$ cat config.mk
export PLATFORM = sky130hd
export DESIGN_NAME = mul_seq_flat
export DESIGN_NICKNAME = d
export VERILOG_FILES = /design/src/rtl/mul_seq_if.sv /design/src/rtl/mul_seq.sv /design/src/flat_wrapper.sv
export SDC_FILE = /design/constraint.sdc
export NUM_CORES = 1
export LEC_CHECK = 0
export CORE_ASPECT_RATIO = 1.75
export CORE_MARGIN = 2
export CORE_UTILIZATION = 61
export DETAILED_ROUTE_END_ITERATION = 8
export PLACE_DENSITY = 0.9
export SLEW_MARGIN = 25
export SYNTH_ARGS = -nofsm -noshare
export SYNTH_HDL_FRONTEND = slang
export SYNTH_SLANG_ARGS = --single-unit
$ cat constraint.sdc
create_clock -name clk -period 5.2 [get_ports clk]
set_clock_uncertainty 0.2 [all_clocks]
set_input_delay 0.52 -clock clk [delete_from_list [all_inputs] [get_ports clk]]
set_output_delay 0.52 -clock clk [all_outputs]
set_load 0.005 [all_outputs]
$ cat src/rtl/mul_seq_if.sv
// rtl/mul_seq_if.sv - start/done handshake and operand/product bus for mul_seq
interface mul_seq_if #(
  parameter int WIDTH = 32
) ();
  logic             start;
  logic             sgn;
  logic [WIDTH-1:0] a;
  logic [WIDTH-1:0] b;
  logic             busy;
  logic             done;
  logic [WIDTH-1:0] hi;
  logic [WIDTH-1:0] lo;

  modport master (output start, sgn, a, b, input busy, done, hi, lo);
  modport slave  (input start, sgn, a, b, output busy, done, hi, lo);
endinterface

$ cat src/rtl/mul_seq.sv
// rtl/mul_seq.sv - radix-2 sequential shift-add multiplier, fixed WIDTH+1 cycle latency
module mul_seq #(
  parameter int WIDTH = 32
) (
  input logic     clk,
  input logic     rst,
  mul_seq_if.slave bus
);
  localparam int CW = $clog2(WIDTH);

  typedef enum logic [1:0] {IDLE, RUN, FIX} state_t;

  state_t             state, state_nxt;
  logic [CW-1:0]      cnt;
  logic [WIDTH-1:0]   mcand, mplier;
  logic [2*WIDTH-1:0] acc;
  logic               neg;
  logic               done_r;
  logic [WIDTH-1:0]   hi_r, lo_r;

  logic [WIDTH-1:0]   a_mag, b_mag;
  logic [WIDTH:0]     sum;
  logic [2*WIDTH-1:0] acc_neg;
  logic               last_iter;

  // Magnitudes: -x of the most-negative value is itself, which is the correct unsigned magnitude.
  assign a_mag     = (bus.sgn && bus.a[WIDTH-1]) ? -bus.a : bus.a;
  assign b_mag     = (bus.sgn && bus.b[WIDTH-1]) ? -bus.b : bus.b;
  assign sum       = {1'b0, acc[2*WIDTH-1:WIDTH]} + (mplier[0] ? {1'b0, mcand} : '0);
  assign acc_neg   = ~acc + 1'b1;
  assign last_iter = (cnt == CW'(WIDTH - 1));

  always_ff @(posedge clk) begin
    if (rst) begin
      state <= IDLE;
    end else begin
      state <= state_nxt;
    end
  end

  always_comb begin
    state_nxt = state;
    case (state)
      IDLE:    if (bus.start) state_nxt = RUN;
      RUN:     if (last_iter) state_nxt = FIX;
      FIX:     state_nxt = IDLE;
      default: state_nxt = IDLE;
    endcase
  end

  always_comb begin
    bus.busy = (state != IDLE);
    bus.done = done_r;
    bus.hi   = hi_r;
    bus.lo   = lo_r;
  end

  always_ff @(posedge clk) begin
    if (rst) begin
      cnt    <= '0;
      mcand  <= '0;
      mplier <= '0;
      acc    <= '0;
      neg    <= 1'b0;
      done_r <= 1'b0;
      hi_r   <= '0;
      lo_r   <= '0;
    end else begin
      done_r <= 1'b0;
      case (state)
        IDLE: begin
          if (bus.start) begin
            mcand  <= a_mag;
            mplier <= b_mag;
            neg    <= bus.sgn & (bus.a[WIDTH-1] ^ bus.b[WIDTH-1]);
            acc    <= '0;
            cnt    <= '0;
          end
        end
        RUN: begin
          // Carry out of the upper-half add becomes the new MSB after the shift.
          acc    <= {sum, acc[WIDTH-1:1]};
          mplier <= mplier >> 1;
          cnt    <= last_iter ? '0 : cnt + 1'b1;
        end
        FIX: begin
          {hi_r, lo_r} <= neg ? acc_neg : acc;
          done_r       <= 1'b1;
        end
        default: ;
      endcase
    end
  end
endmodule

$ cat src/flat_wrapper.sv
// flat-port wrapper written by rule: the top's interface ports become plain ports
module mul_seq_flat 
#(
  parameter int WIDTH = 32
)
  (clk, rst, bus_start, bus_sgn, bus_a, bus_b, bus_busy, bus_done, bus_hi, bus_lo);
  mul_seq_if #(.WIDTH(WIDTH)) bus_i ();
  input logic clk;
  input logic rst;
  input wire logic [$bits(bus_i.start)-1:0] bus_start;
  input wire logic [$bits(bus_i.sgn)-1:0] bus_sgn;
  input wire logic [$bits(bus_i.a)-1:0] bus_a;
  input wire logic [$bits(bus_i.b)-1:0] bus_b;
  output wire logic [$bits(bus_i.busy)-1:0] bus_busy;
  output wire logic [$bits(bus_i.done)-1:0] bus_done;
  output wire logic [$bits(bus_i.hi)-1:0] bus_hi;
  output wire logic [$bits(bus_i.lo)-1:0] bus_lo;
  assign bus_i.start = bus_start;
  assign bus_i.sgn = bus_sgn;
  assign bus_i.a = bus_a;
  assign bus_i.b = bus_b;
  assign bus_busy = bus_i.busy;
  assign bus_done = bus_i.done;
  assign bus_hi = bus_i.hi;
  assign bus_lo = bus_i.lo;
  mul_seq #(.WIDTH(WIDTH)) u_core (.clk(clk), .rst(rst), .bus(bus_i));
endmodule
==> reports/qor.yml, run 1 <==
setup_path:
  path_max_fanout: 7
  critical_path_class: "reg -> reg"
  cp-endpoint: "u_core.acc[59]"
  path_cells: "and2_1, ha_1, inv_1, fa_1, nor2b_1, o2111ai_1, nand3_1, a31oi_1, o31ai_1, a31oi_1, or4_1, nand3_1"
  max_stage_delay_ns: 0.61
  crit_slowest_cell: "o31ai_1"
  rr_endpoint: "u_core.acc[59]"
  rr_worst_depth: 12
  cp_data_required_time_ns: 5.44
  reg2reg_from: "u_core.mplier[0]"
  crit_start: "u_core.mplier[0]"
  endpoint_kind: "register"
  arrival_ns: 3.84
  ff2ff_setup_slack_ns: 1.59
  critPathLaunchType: "register"
global_route:
  grt_max_degree: 94
  grt_pass1_wl_um: 50100
  grt_pass1_vias: 10417
  grtUsageTotal_pct: 31.3
  grt_antenna_before_repair: 0
  gr-total-overflow: 0
synthesis:
  synth-edff-count: 0
  netlist.area_leader.share_pct: 35.9
  synth_cell_type_count: 64
  synth_top_family_by_area: "compound AO/OA/AOI/OAI gates"
  synthArstFlopShare_pct: 0
  muxShareOfSynthArea_pct: 0.178
  syn_nets: 1488
  yosys.area_share.simple_pct: 20.8
  syn_inst: 1382
  ys_seq_area_share_pct: 35.9
  syn_area_sq_um: 11200
  synth-seq-cells: 201
  synth_fa_ha_area_share_pct: 4.30
  synthXorXnorAreaFrac_pct: 11.2
  yosysTopAreaCell: "dfxtp_1"
  yosys-top-cells-count: "201 x dfxtp_1, 195 x nor2_1, 115 x nand2_1"
  synthFlopType: "dfxtp_1"
  synth.most_common_cell: "dfxtp_1"
  synth_compound_area_share_pct: 24.0
  synth_area_leaders: "dfxtp_1 36%, xor2_1 7.0%, nor2_1 6.5%, xnor2_1 4.2%, ha_1 4.1%"
  synth_area_per_cell_sq_um: 8.12
  ys_warn_count: 0
final_layout:
  drive_gt1_share_pct: 4.16
  area_growth_pct: 17.3
  antenna_cells: 0
  design_area_sq_um: 13200
  fin_util_pct: 72.9
  fin_nets: 1564
pwr:
  p_sw_share_pct: 26.1
  clkPwrFrac_pct: 38.9
  p_switching_uw: 873
  seqPwrFrac_pct: 48.5
  power.leakage_uw: 0.00496
  finalPower_uw: 3340
  p_int_uw: 2470
  powerDensity_nw_per_um2: 254
  ir_drop_mv: 0.275
  comb_power_share_pct: 12.6
clock_network:
  cts_setup_buffers: 0
  cts-resized-gates: 0
  cts_hold_buf: 0
  clk_pin_slew_ns: 0.06
  htree_num_levels: 1
  tritoncts: "built"
  numCtsBuffers: 19
  clock-root-buffer: "clkbuf_16"
  cts_sinks: 201
  clock_insertion_delay_worst_skew_ns: 0.50
  clockBufferDepth: 3
sta:
  finalSetupViolCount: 0
  finalCritPeriodShare_pct: 69.3
  final.setup.tns_ns: 0
  maxSlewViolCount: 0
  worstMarginPinSlew_ns: 1.04
  finalWorstPathRequiredPeriod_ns: 3.61
  finalHoldViolations: 0
  hold_ws_ns: 0.244
  fmax_mhz: 277
  rsz0062_at_grt: "false"
  maxSlewHeadroom_pct: 30.5
drt:
  routed_wl_um: 30800
  drc: 0
  first_pass_iters: 6
  via_per_inst: 6.30
  ant_nets: 0
  wire_per_inst_um: 18.1
  drt-initial-drc-count: 900
  num_vias: 10716
floorplanning:
  io_pins: 134
  core_area_sq_um: 18100
  die_area_sq_um: 19500
  chipHeight_um: 183
  die_x_um: 107
  row_count: 65
  initial_core_util_pct: 62.2
min_path:
  worstHoldStart: "u_core.bus.hi[26]"
  hold_class: "reg -> reg"
job:
  cap_violations: 0
placement:
  dpl_cell_area_sq_um: 12600
  dp_hpwl_um: 22400
  gp_congestion: 1.02
  port_buffers: 133
status:
  run_status: "finished, final reports clean"
## flip-flops by register name, indices dropped and copies added, names as in the netlist
name,flops
u_core.acc,64
u_core.bus.hi,32
u_core.state,2
u_core.neg,1
u_core.mcand,32
u_core.bus.lo,32
u_core.cnt,5
u_core.mplier,32
u_core.bus.done,1
## how the worst min path moves through the flow
stage	to	slack [ns]	cells after the start
2_1_floorplan	u_core.mcand[17]	0.23	2
3_3_place_gp	u_core.bus.hi[26]	0.23	2
3_5_place_dp	u_core.bus.hi[26]	0.24	2
4_1_cts	u_core.bus.hi[26]	0.25	2
5_1_grt	u_core.bus.hi[26]	0.27	2
6_report	u_core.bus.hi[26]	0.24	2
## cell usage in the layout (no fill, tap or decap), types with 19 or more instances in the layout
master and count:
xnor2_1 54, o31ai_1 25, nor2_1 194, and2_1 39, a21oi_1 67, xor2_1 90, o21ai_0 87, a222oi_1 28
clkbuf_16 19, inv_1 21, nand3_1 21, dfxtp_1 200, a22oi_1 46, nand2_1 115, clkdlybuf4s50_1 132, ha_1 37
or4_1 20, a211oi_1 59
## worst max-delay path, delay by kind of cell, from the launching register on
family / cells / cell delay (ns)
fa+ha+maj: 2 / 0.58
compound gates: 4 / 1.17
flops: 1 / 0.42
simple gates: 5 / 1.11
buf+inv: 1 / 0.06
## metrics by stage
stage                     cells  setup slack, ns
after floorplan            1382             1.98
after global placement     1671             1.45
after detailed placement   1671             1.35
after CTS                  1702             1.62
after global routing       1702             1.42
final                      1702             1.59
## power groups by stage
stage / combinational [uW] / clock, uW / sequential (uW)
2_1_floorplan: 278 / 0 / 1640
3_3_place_gp: 402 / 0 / 1650
3_5_place_dp: 413 / 0 / 1650
4_1_cts: 416 / 1310 / 1620
5_1_grt: 458 / 1380 / 1620
6_report: 421 / 1300 / 1620
## cells by family after synthesis
kind of cell | count (synthesis)
XOR/XNOR | 144
buffers and inverters | 109
AND/OR/NAND/NOR | 492
AO/OA/AOI/OAI | 396
flip-flops | 201
multiplexers | 2
adder cells (fa/ha/maj) | 38
## metal layers
| metal | vias to the layer above | routed length [um] | GRT usage (%) |
|---|---|---|---|
| met3 | 106 | 1740 | 4.22 |
| met1 | 5042 | 11000 | 32.9 |
| li1 | 5164 | - | - |
| met4 | 0 | 1710 | 17.8 |
| met2 | 404 | 16400 | 58.9 |
| met5 | - | 0 | 0 |
## area by class of cell
| cell class | count | area, sq um |
|---|---|---|
| Tap cell | 234 | 293 |
| Sequential cell | 201 | 4030 |
| Fill cell | 1405 | 4880 |
| Clock inverter | 7 | 37.5 |
| Multi-Input combinational cell | 1072 | 6810 |
| Inverter | 21 | 78.8 |
| Clock buffer | 24 | 524 |
| Timing Repair Buffer | 143 | 1400 |
Note: power is estimated with default switching activity, not from simulation.
==> run 2: changes to the inputs <==
Settings changed: CORE_UTILIZATION 61 to 51, PLACE_DENSITY 0.9 to 0.81.
Clock period 5.2 ns to 3 ns, I/O delays scaled along.
==> run 2 against run 1 <==
  * The flow now finishes with violations (negative setup slack)
  * Flip-flop and latch count unchanged
  * Register-to-register slack worse by 1.8 ns
  * Largest power group unchanged
  * Clock power increased by 90%
  * Combinational power rose by 100%
  * Sequential power grew 73%
==> reports/qor.yml, run 2 (synthesized netlist as in run 1, its figures left out) <==
final_layout:
  multi_input_comb_area_sq_um: 7110
  final_cells: 1915
  area_growth_pct: 31.8
  fin_nets: 1718
  register_area_sq_um: 4030
  nFillCells: 1685
  largest_reg_flops: 64
  design_area_sq_um: 14800
  antenna_cells: 0
  drive_gt1_share_pct: 16.1
  regMostFlops: "u_core.acc"
  final_common_cell: "dfxtp_1"
  layout_common_cells: "199 x dfxtp_1, 195 x nor2_1, 161 x buf_4"
drt:
  wire_per_inst_um: 17.1
  met3_length_um: 1800
  wl_met2_um: 17100
  ant_nets: 0
  drc: 0
  via_per_inst: 5.92
  wl_met1_um: 11700
  num_vias: 11342
  drt-initial-drc-count: 810
  routed_wl_um: 32700
  highest_layer: "met4"
  first_pass_iters: 5
clock_network:
  clock-root-buffer: "clkbuf_16"
  clock_insertion_delay_worst_skew_ns: 0.51
  numCtsBuffers: 20
  htree_num_levels: 1
  clockBufferDepth: 3
  clk_pin_slew_ns: 0.07
  tritoncts: "built"
  cts_sinks: 201
  cts_hold_buf: 0
global_route:
  grt_max_degree: 92
  gr-total-overflow: 0
  grt_pass1_vias: 11080
  grt_pass1_wl_um: 52200
  grtUsageTotal_pct: 27.2
  grt_antenna_before_repair: 0
floorplanning:
  chipHeight_um: 200
  io_pins: 134
  core_area_sq_um: 21600
  die_x_um: 116
  row_count: 71
  initial_core_util_pct: 52.0
  die_area_sq_um: 23300
sta:
  maxSlewHeadroom_pct: 35.6
  worst_slack_ns: -0.224
  finalCritPeriodShare_pct: 107
  fmax_mhz: 310
  finalHoldViolations: 0
  maxSlewViolCount: 0
  finalSetupViolCount: 6
  finalWorstPathRequiredPeriod_ns: 3.22
  rsz0062_at_grt: "true"
  worstMarginPinSlew_ns: 0.966
setup_path:
  endpoint_kind: "register"
  cp_data_required_time_ns: 3.16
  arrival_ns: 3.38
  critical_path_class: "reg -> reg"
  path_max_fanout: 3
  critPathLaunchType: "register"
pwr:
  power.leakage_uw: 0.00581
  powerDensity_nw_per_um2: 414
  ir_drop_mv: 0.444
job:
  cap_violations: 0
placement:
  dp_cells: 1871
  dp_hpwl_um: 24000
  gp_congestion: 1.05
  port_buffers: 133
  dpl_cell_area_sq_um: 13800
status:
  run_status: "complete, but fails checks"
  violations: "negative setup slack"
min_path:
  hold_class: "in -> reg"
==> run 2: changes by cell type in the layout (fill, tap and decap cells not counted), sizes merged <==
cell / previous run / this run
buf: 11 / 164
bufinv: 0 / 1
clkbuf: 24 / 28
clkinv: 6 / 3
==> run 2: per-stage QoR <==
stage / TNS (ns) / util [%] / hold slack, ns / setup WS, ns / power, uW
after global placement: -3.22 / 63.8 / 0.233 / -0.297 / 3640
after floorplan: -0.527 / - / 0.227 / -0.146 / 3320
final: -0.934 / 68.5 / 0.125 / -0.224 / 6130
after CTS: -0.822 / 67.5 / 0.0999 / -0.205 / 6120
after global routing: -1.80 / 68.5 / 0.120 / -0.283 / 6320
after detailed placement: -4.97 / 63.8 / 0.241 / -0.367 / 3670
==> run 2: what timing repair did <==
item	in CTS	in global routing
buffers inserted	7	4
endpoints found under the hold margin	0	0
pin swaps	9	20
gates resized for setup	19	39
setup endpoints to repair	19	36
==> run 2: layout make-up <==
cell class	instances	share of cell area (%)
inverters	21	0.533
clock inverters	5	0.431
clock buffers	28	3.86
flip-flops and latches	201	27.2
well taps	292	2.47
repair buffers	296	17.5
multi-input cells	1072	48.0
==> run 2: report_power, final <==
| group | switching, uW | total (uW) | internal, uW |
|---|---|---|---|
| clock | 1050 | 2470 | 1410 |
| combinational | 470 | 859 | 390 |
| sequential | 54.2 | 2800 | 2750 |
==> run 2: worst paths after layout <==
check                      end  slack, ns  cells past startpoint              start
max          u_core.bus.hi[26]      -0.22                      8     u_core.acc[37]
min            u_core.state[1]       0.13                      3                rst
min reg2reg  u_core.bus.hi[26]       0.25                      2  u_core.bus.hi[26]
max reg2reg  u_core.bus.hi[26]      -0.22                      8     u_core.acc[37]
==> run 2: routing by layer <==
metal,GRT usage (%),vias up
met5,0,-
met3,4.08,129
li1,-,5466
met4,15.6,0
met1,28.5,5314
met2,50.1,433
==> run 2: worst max-delay path, cell delays in order (launching register included) <==
cell,delay [ns]
dfxtp_2,0.32
or4_4,0.53
or3_4,0.34
or4_4,0.43
or2_1,0.24
or4_4,0.54
o41ai_4,0.24
xor2_1,0.17
o21ai_1,0.07
==> run 3: changes to the inputs <==
Settings changed: CELL_PAD_IN_SITES_DETAIL_PLACEMENT set to 1, CELL_PAD_IN_SITES_GLOBAL_PLACEMENT set to 1, CORE_UTILIZATION 51 to 38.
==> run 3 against run 2 <==
  * The flow still finishes with violations (negative setup slack)
  * Clock power grew 23%
  * Fmax decreased by 0.78%
  * Sequential share of layout area fell by 1.3 points
  * Combinational power increased by 13%
  * Largest cell class unchanged
  * Via count rose by 4.6%
  * Die area up 33%
  * Register-to-register slack worse by 0.03 ns
  * Count of clock-buffer cells in the layout down 4
  * Flip-flop and latch count did not move
==> reports/qor.yml, run 3 (synthesized netlist as in run 1, its figures left out) <==
pwr:
  power.leakage_uw: 0.00595
  ir_drop_mv: 0.430
  powerDensity_nw_per_um2: 439
final_layout:
  layout_common_cells: "197 x dfxtp_1, 193 x nor2_1, 161 x buf_4"
  antenna_cells: 0
  drive_gt1_share_pct: 19.7
  regMostFlops: "u_core.acc"
  final_common_cell: "dfxtp_1"
  nFillCells: 3331
  final_cells: 2024
  largest_reg_flops: 64
  fin_util_pct: 53.4
  design_area_sq_um: 15600
  fin_nets: 1733
  area_growth_pct: 38.8
drt:
  routed_wl_um: 42600
  drt-initial-drc-count: 783
  wire_per_inst_um: 21.0
  drc: 0
  first_pass_iters: 5
  num_vias: 11868
  ant_nets: 0
  via_per_inst: 5.86
global_route:
  grt_max_degree: 91
  grt_pass1_vias: 12397
  grt_pass1_wl_um: 62600
  grtUsageTotal_pct: 24.9
  gr-total-overflow: 0
  grt_antenna_before_repair: 0
floorplanning:
  die_area_sq_um: 31000
  core_area_sq_um: 29200
  row_count: 83
  io_pins: 134
  chipHeight_um: 231
  die_x_um: 134
  initial_core_util_pct: 38.5
setup_path:
  critPathLaunchType: "register"
  cp_data_required_time_ns: 3.21
  arrival_ns: 3.46
  reg2reg_from: "u_core.acc[24]"
  ff2ff_setup_slack_ns: -0.25
  rr_worst_depth: 8
  endpoint_kind: "register"
  critical_path_class: "reg -> reg"
  path_max_fanout: 6
  crit_start: "u_core.acc[24]"
  cp-endpoint: "u_core.bus.hi[26]"
  rr_endpoint: "u_core.bus.hi[26]"
clock_network:
  clockBufferDepth: 3
  numCtsBuffers: 21
  clock-root-buffer: "clkbuf_16"
  tritoncts: "built"
  htree_num_levels: 1
  clock_insertion_delay_worst_skew_ns: 0.53
  cts_sinks: 201
  clk_pin_slew_ns: 0.06
placement:
  port_buffers: 133
  dp_hpwl_um: 28300
  dpl_cell_area_sq_um: 14000
  gp_congestion: 0.975
  dp_cells: 1970
sta:
  maxSlewHeadroom_pct: 48.8
  finalCritPeriodShare_pct: 108
  worst_slack_ns: -0.249
  fmax_mhz: 308
  worstMarginPinSlew_ns: 0.765
  rsz0062_at_grt: "true"
  maxSlewViolCount: 0
  finalWorstPathRequiredPeriod_ns: 3.25
  finalHoldViolations: 0
  finalSetupViolCount: 16
min_path:
  hold_class: "reg -> reg"
  hold_depth: 2
status:
  run_status: "complete, but fails checks"
  violations: "negative setup slack"
job:
  cap_violations: 0
[run 3: cell count changes in the layout (fill, tap and decap cells not counted), moves of 3 or more]
| cell | before | now |
|---|---|---|
| o21ai_0 | 81 | 71 |
| and2_1 | 38 | 27 |
| clkbuf_1 | 4 | 1 |
| o21ai_1 | 13 | 22 |
| and2_4 | 1 | 11 |
| bufinv_16 | 1 | 6 |
| ha_1 | 32 | 20 |
| ha_4 | 2 | 15 |
| buf_6 | 1 | 10 |
[run 3: routing by layer]
layer | track usage (%) | up-vias | part of all wire, % | wire length (um)
met2 | 48.2 | 373 | 54 | 23100
met4 | 14.8 | 0 | 6.1 | 2590
met5 | 0 | - | 0 | 0
met3 | 2.97 | 161 | 4.1 | 1740
met1 | 25.0 | 5835 | 36 | 15200
li1 | - | 5499 | - | -
[run 3: power by group]
group | switching [uW] | internal (uW) | leakage, uW
combinational | 536 | 434 | 0.00394
sequential | 70.6 | 2750 | 0.00163
clock | 1190 | 1860 | 0.000380
[run 3: worst min path at each step]
stage,startpoint,end
after floorplan,u_core.mcand[17],u_core.mcand[17]
after global placement,u_core.bus.hi[7],u_core.bus.hi[7]
after detailed placement,u_core.bus.lo[31],u_core.bus.lo[31]
after CTS,u_core.bus.hi[24],u_core.bus.hi[24]
after global routing,u_core.bus.hi[18],u_core.bus.hi[18]
final,u_core.bus.hi[6],u_core.bus.hi[6]
[run 3: stage by stage]
| stage | TNS (ns) | hold slack [ns] | total power [uW] | setup WS (ns) |
|---|---|---|---|---|
| 2_1_floorplan | -0.527 | 0.227 | 3320 | -0.146 |
| 3_3_place_gp | -4.80 | 0.235 | 3670 | -0.418 |
| 3_5_place_dp | -7.73 | 0.243 | 3710 | -0.436 |
| 4_1_cts | -1.10 | 0.254 | 6770 | -0.216 |
| 5_1_grt | -3.68 | 0.274 | 7070 | -0.317 |
| 6_report | -2.13 | 0.254 | 6840 | -0.249 |
[run 3: final cells by class]
| cell class | instances | area (sq um) | area share, % |
|---|---|---|---|
| repair buffers | 310 | 2780 | 17.8 |
| well taps | 382 | 478 | 3.07 |
| multi-input cells | 1072 | 7420 | 47.6 |
| clock buffers | 24 | 557 | 3.57 |
| inverters | 21 | 78.8 | 0.506 |
| flip-flops and latches | 201 | 4030 | 25.9 |
| clock inverters | 14 | 235 | 1.51 |
[run 3: critical path: stages, from the launching register on]
cell and delay, ns:
dfxtp_1 0.31, or4_1 0.62, nor4_4 0.35, inv_1 0.14
or3_4 0.46, or4_4 0.57, o41ai_4 0.23, xor2_1 0.17
o21ai_1 0.07
[run 3: what timing repair did]
item                       4_1_cts  5_1_grt
gates cloned                     1        0
hold endpoints to repair        18        0
pin swaps                       16       52
gates resized for setup         36       99
hold buffers                     1        0
buffers inserted                 4       14
setup endpoints to repair       23       40
